===== config.mk =====
export PLATFORM = sky130hd
export DESIGN_NAME = axi_arbiter_w
export DESIGN_NICKNAME = d
export VERILOG_FILES = /design/src/rtl/axi_arbiter_w.sv
export SDC_FILE = /design/constraint.sdc
export NUM_CORES = 1
export LEC_CHECK = 0
export BUFFER_PORTS_ARGS = -buffer_cell sky130_fd_sc_hd__buf_2
export CORE_ASPECT_RATIO = 0.75
export CORE_MARGIN = 5
export CORE_UTILIZATION = 45
export CTS_BUF_LIST = sky130_fd_sc_hd__clkbuf_4 sky130_fd_sc_hd__clkbuf_8
export DETAILED_ROUTE_END_ITERATION = 12
export PLACE_DENSITY_LB_ADDON = 0.3
export SYNTH_ARGS = -nofsm -noshare
export SYNTH_HDL_FRONTEND = slang
export SYNTH_SLANG_ARGS = --single-unit

===== constraint.sdc =====
create_clock -name ACLK -period 2.9 [get_ports ACLK]
set_input_delay 0.58 -clock ACLK [delete_from_list [all_inputs] [get_ports ACLK]]
set_output_delay 0.58 -clock ACLK [all_outputs]
set_load 0.01 [all_outputs]

===== src/rtl/axi_arbiter_w.sv =====
// ---------------------------------------------------------------------------
// axi_arbiter_w
// Write-path arbiter for the two-master AXI interconnect. One master owns the
// shared AW/W/B path for a whole write transaction: address, every data beat
// and the write response. Ownership is released only after the B handshake.
// Contention is resolved round-robin: the master that did not win last time
// wins. All outputs are decoded from registers only, so the grants never have
// a combinational path from the request inputs.
// ---------------------------------------------------------------------------
module axi_arbiter_w #(
    parameter int MAX_BEATS = 256,  // W beats allowed per burst before overrun
    parameter int BEAT_W    = 9     // beat counter width, 2**BEAT_W > MAX_BEATS
) (
    input  logic ACLK,
    input  logic ARESETn,
    input  logic m0_AWVALID,
    input  logic m1_AWVALID,
    input  logic s_AWREADY,
    input  logic m_WVALID,
    input  logic m_WLAST,
    input  logic s_WREADY,
    input  logic s_BVALID,
    input  logic m_BREADY,
    output logic m0_wgrnt,
    output logic m1_wgrnt,
    output logic wr_busy,
    output logic wr_err
);

    // -----------------------------------------------------------------------
    // State encoding
    // -----------------------------------------------------------------------
    localparam logic [1:0] S_IDLE      = 2'b00;
    localparam logic [1:0] S_ADDR_DATA = 2'b01;
    localparam logic [1:0] S_RESP      = 2'b10;

    // Highest value the beat counter may hold; it saturates here.
    localparam logic [BEAT_W-1:0] BEAT_LAST = BEAT_W'(MAX_BEATS - 1);

    // -----------------------------------------------------------------------
    // Registers
    // -----------------------------------------------------------------------
    logic [1:0]        r_state;
    logic              r_owner;       // 0: master 0 owns the path, 1: master 1
    logic              r_last_owner;  // owner of the last completed transaction
    logic              r_aw_done;     // address phase of current burst finished
    logic              r_w_done;      // WLAST beat of current burst accepted
    logic [BEAT_W-1:0] r_beat_cnt;    // W beats accepted in current burst
    logic              r_wr_err;      // sticky overrun flag

    // -----------------------------------------------------------------------
    // Decoded state and handshakes
    // -----------------------------------------------------------------------
    logic [1:0] w_state_nxt;
    logic       w_in_idle;
    logic       w_in_addr_data;
    logic       w_in_resp;
    logic       w_req_any;
    logic       w_winner;
    logic       w_owner_awvalid;
    logic       w_aw_hs;
    logic       w_w_hs;
    logic       w_wlast_hs;
    logic       w_b_hs;
    logic       w_aw_complete;
    logic       w_w_complete;
    logic       w_beat_at_last;
    logic       w_overrun;

    assign w_in_idle      = (r_state == S_IDLE);
    assign w_in_addr_data = (r_state == S_ADDR_DATA);
    assign w_in_resp      = (r_state == S_RESP);

    assign w_req_any = m0_AWVALID | m1_AWVALID;

    // Single requester wins outright; on contention the master that did not
    // own the previous transaction wins.
    assign w_winner = (m0_AWVALID && m1_AWVALID) ? ~r_last_owner : m1_AWVALID;

    // Only the granted master's AWVALID matters once the path is owned.
    assign w_owner_awvalid = r_owner ? m1_AWVALID : m0_AWVALID;

    // Handshakes are qualified by state so stray traffic outside the phase it
    // belongs to (e.g. a B handshake during ADDR_DATA) has no effect. Once a
    // phase has completed, further handshakes on it are ignored as well.
    assign w_aw_hs    = w_in_addr_data && !r_aw_done && w_owner_awvalid && s_AWREADY;
    assign w_w_hs     = w_in_addr_data && !r_w_done && m_WVALID && s_WREADY;
    assign w_wlast_hs = w_w_hs && m_WLAST;
    assign w_b_hs     = w_in_resp && s_BVALID && m_BREADY;

    // Phase completion includes a handshake happening in this very cycle so
    // the AW and W phases may finish in either order or together.
    assign w_aw_complete = r_aw_done | w_aw_hs;
    assign w_w_complete  = r_w_done  | w_wlast_hs;

    // A non-final beat arriving when the counter is already at its limit means
    // the burst is longer than MAX_BEATS.
    assign w_beat_at_last = (r_beat_cnt == BEAT_LAST);
    assign w_overrun      = w_w_hs && !m_WLAST && w_beat_at_last;

    // -----------------------------------------------------------------------
    // Next-state logic for the transaction FSM
    // -----------------------------------------------------------------------
    always_comb begin
        // NOTE: default assignment first so every path drives the signal and
        // no latch is inferred.
        w_state_nxt = r_state;
        case (r_state)
            S_IDLE: begin
                if (w_req_any) begin
                    w_state_nxt = S_ADDR_DATA;
                end
            end
            S_ADDR_DATA: begin
                if (w_aw_complete && w_w_complete) begin
                    w_state_nxt = S_RESP;
                end
            end
            S_RESP: begin
                if (w_b_hs) begin
                    w_state_nxt = S_IDLE;
                end
            end
            default: begin
                w_state_nxt = S_IDLE;
            end
        endcase
    end

    // State register; reset aborts any transaction in flight.
    always_ff @(posedge ACLK) begin
        // NOTE: sequential state uses non-blocking assignments so every flop
        // samples the pre-edge values regardless of block ordering.
        if (!ARESETn) begin
            r_state <= S_IDLE;
        end else begin
            r_state <= w_state_nxt;
        end
    end

    // Owner is captured at arbitration and held until the path is released.
    always_ff @(posedge ACLK) begin
        if (!ARESETn) begin
            r_owner <= 1'b0;
        end else if (w_in_idle && w_req_any) begin
            r_owner <= w_winner;
        end
    end

    // Round-robin history; resets to master 1 so master 0 wins first contention.
    always_ff @(posedge ACLK) begin
        if (!ARESETn) begin
            r_last_owner <= 1'b1;
        end else if (w_b_hs) begin
            r_last_owner <= r_owner;
        end
    end

    // Address-phase completion flag, cleared while idle for the next burst.
    always_ff @(posedge ACLK) begin
        if (!ARESETn) begin
            r_aw_done <= 1'b0;
        end else if (w_in_idle) begin
            r_aw_done <= 1'b0;
        end else if (w_aw_hs) begin
            r_aw_done <= 1'b1;
        end
    end

    // Data-phase completion flag, set by the beat that carries WLAST.
    always_ff @(posedge ACLK) begin
        if (!ARESETn) begin
            r_w_done <= 1'b0;
        end else if (w_in_idle) begin
            r_w_done <= 1'b0;
        end else if (w_wlast_hs) begin
            r_w_done <= 1'b1;
        end
    end

    // Beat counter, saturating at MAX_BEATS-1 so it can never wrap.
    always_ff @(posedge ACLK) begin
        if (!ARESETn) begin
            r_beat_cnt <= '0;
        end else if (w_in_idle) begin
            r_beat_cnt <= '0;
        end else if (w_w_hs && !w_beat_at_last) begin
            r_beat_cnt <= r_beat_cnt + BEAT_W'(1);
        end
    end

    // Sticky overrun flag; only reset clears it. The burst itself continues
    // until WLAST so the slave and master stay in step.
    always_ff @(posedge ACLK) begin
        if (!ARESETn) begin
            r_wr_err <= 1'b0;
        end else if (w_overrun) begin
            r_wr_err <= 1'b1;
        end
    end

    // -----------------------------------------------------------------------
    // Outputs, decoded from registers only
    // -----------------------------------------------------------------------
    assign wr_busy  = w_in_addr_data | w_in_resp;
    assign m0_wgrnt = wr_busy & ~r_owner;
    assign m1_wgrnt = wr_busy &  r_owner;
    assign wr_err   = r_wr_err;

endmodule


==> metrics <==
status=complete, no violations; HP Class=reg -> reg; Worst Setup End Kind=output port; VDD IR max=0.485 mV; Peak Freq=between 500 and 600 MHz; syn_area_per_cell=about 9.0 um^2; reg2reg setup slack=between 1 and 1.5 ns; adder-cell share of the synthesized area=9.20%; Max FO, Critical Path=4; Via density=around 5; setup TNS=0 ns; post-layout min period=between 1.5 and 2 ns; Worst EP required=about 2.3 ns; core area=1720 um^2; Tcrit/Tclk final=~70%; Sink Count=16; Synth Area in Compound Gates=9.36%; CTS clock-pin slew for the worst setup and hold paths=around 0.10 ns; synthesis-to-layout area growth=14.9%; crit path to=m0_wgrnt; Synth Cell Area=816 um^2; largest net degree at the start of global routing=12; R2R Path End=r_beat_cnt[7]; Ant. Diodes=0; Initial Util=a little under half; vias=659; GPL Wtd Cong=between 0.7 and 0.8; LEAKAGE=0.367 nW; Tightest Pin Transition=about 0.43 ns; global route total overflow=0; initial antenna violation count=0; Max-cap violations=0; Routed Antenna Nets=0; sequential area share after synthesis=39.3%; WL final=1.55 mm; Syn. warnings=0; number of flops mapped to enable cells by yosys=0; nets@finish=~120; simple-gate share of the synthesized area=about a quarter; Final setup viols=0; CP Data Arrival Time=about 1.4 ns; post-cts resize count=0; H-tree levels=1; startpoint types=flip-flop; vias in the first global route=612; clk_skew=approximately 0.0095 ns; post-CTS setup buffers=0; smallest hold slack=between 0.4 and 0.5 ns; Critical R2R Launch=r_beat_cnt[0]; # hold bufs at CTS=0; clk buf depth=2; share of cells above drive strength 1=~22%; post-synthesis mux area share=about 5.5%; DR pass1 iterations=4; max-slew violation count=0; Overall Global Routing Usage=between 10% and 20%; CTS root buf=clkbuf_4; # IOs=14; unrepaired setup endpoints after global routing=false; Die X=~60 um; dominant register cell in the synthesized netlist=dfxtp_1; xor/xnor cell area share of the yosys netlist=under 10%; largest family of logic cells by synthesized area=simple AND/OR/NAND/NOR gates; die height=around 47 um; ys async rst share=0%; Slew headroom=~71%; Worst R2R Path Depth=7; Syn Nets=107; Die ar.=about 2800 um^2; dpl hpwl=~1.3 mm; PwrDens=629 nW/um^2; global-route wire length before repair=~2.7 mm; Num CTS Buffers=3; Critical path origin=r_state[0]; DRT iter0 DRCs=24; CTS tree=built; number of port buffers=13; Distinct cells, synth=31; Row Count=13; Crit Path Category=reg -> out; Mapped Cells=91; clk_lat worst skew=between 0.2 and 0.3 ns; detailed-route DRC error count=0; Avg WL per Cell=12.1 um; Synth Register Bits=16; final count of hold timing violations=0
routing by layer:
metal	global-route usage (%)	vias to the layer above	share of wire, %
li1	-	347	-
met1	18.5	294	51
met2	20.3	16	44
met3	3.85	2	4.6
met4	4.07	0	0.77
met5	0	-	0
worst min-delay path by stage:
stage / depth (start not counted) / endpoint / slack [ns] / startpoint
2_1_floorplan: 2 / r_aw_done / 0.44 / r_aw_done
3_3_place_gp: 1 / wr_err / 0.44 / wr_err
3_5_place_dp: 1 / wr_err / 0.45 / wr_err
4_1_cts: 1 / wr_err / 0.47 / wr_err
5_1_grt: 1 / wr_err / 0.52 / wr_err
6_report: 1 / wr_err / 0.47 / wr_err
synthesized netlist by cell type, drive strengths merged (2+ instances only):
master	instances	area [um^2]
dfxtp	16	320
nor2	13	48.8
nand2	11	41.3
xnor2	7	61.3
ha	6	75.1
inv	4	15.0
nand3	4	20.0
mux2i	3	30.0
nor4	3	18.8
clkbuf	2	7.51
nor3b	2	15.0
registers in the layout, summed over array words and instances (netlist names):
name and flops:
r_last_owner 1, r_state 2, wr_err 1, r_aw_done 1, r_w_done 1, r_beat_cnt 9, r_owner 1
kinds of logic (layout without fill, tap and decap cells):
kind of cell / after synthesis / count (layout)
AOI/OAI and AO/OA: 10 / 10
DFF: 16 / 16
buffers and inverters: 6 / 21
and+or+nand+nor: 42 / 42
adders and majority gates: 6 / 6
muxes: 4 / 4
xor gates and xnor gates: 7 / 7
placed cells by master, fill, tap and decap left out, types with 2 or more instances in the layout:
cell	count
nand3_1	4
clkbuf_4	3
nor3b_1	2
mux2i_1	3
nor4_1	3
nand2_1	11
inv_1	4
ha_1	6
dfxtp_1	16
xnor2_1	7
buf_2	13
nor2_1	13
stage by stage:
step | utilization, % | cell area [um^2] | instances | power (mW) | worst slack, ns
2_1_floorplan | - | 816 | 91 | 0.395 | 1.26
3_3_place_gp | 52.2 | 901 | 124 | 0.447 | 1.24
3_5_place_dp | 52.2 | 901 | 124 | 0.452 | 1.20
4_1_cts | 54.4 | 937 | 128 | 0.597 | 0.909
5_1_grt | 54.4 | 937 | 128 | 0.632 | 0.826
6_report | 54.4 | 937 | 128 | 0.590 | 0.928
worst max-delay path, stage by stage, from the launching register on:
cell     delay [ns]
dfxtp_1        0.39
inv_1          0.08
ha_1           0.31
and2b_2        0.19
buf_2          0.13
power breakdown:
part	internal, mW	total [mW]	switching, mW
sequential	0.235	0.249	0.0144
combinational	0.0883	0.197	0.109
clock	0.0762	0.144	0.0673
final cells by class:
| class | instances | area [um^2] |
|---|---|---|
| multi-input cells | 69 | 473 |
| fillers | 168 | 787 |
| repair buffers | 13 | 65.1 |
| clock buffers | 4 | 36.3 |
| inverters | 4 | 15.0 |
| well taps | 22 | 27.5 |
| flip-flops and latches | 16 | 320 |
(Power assumes the default switching activity.)
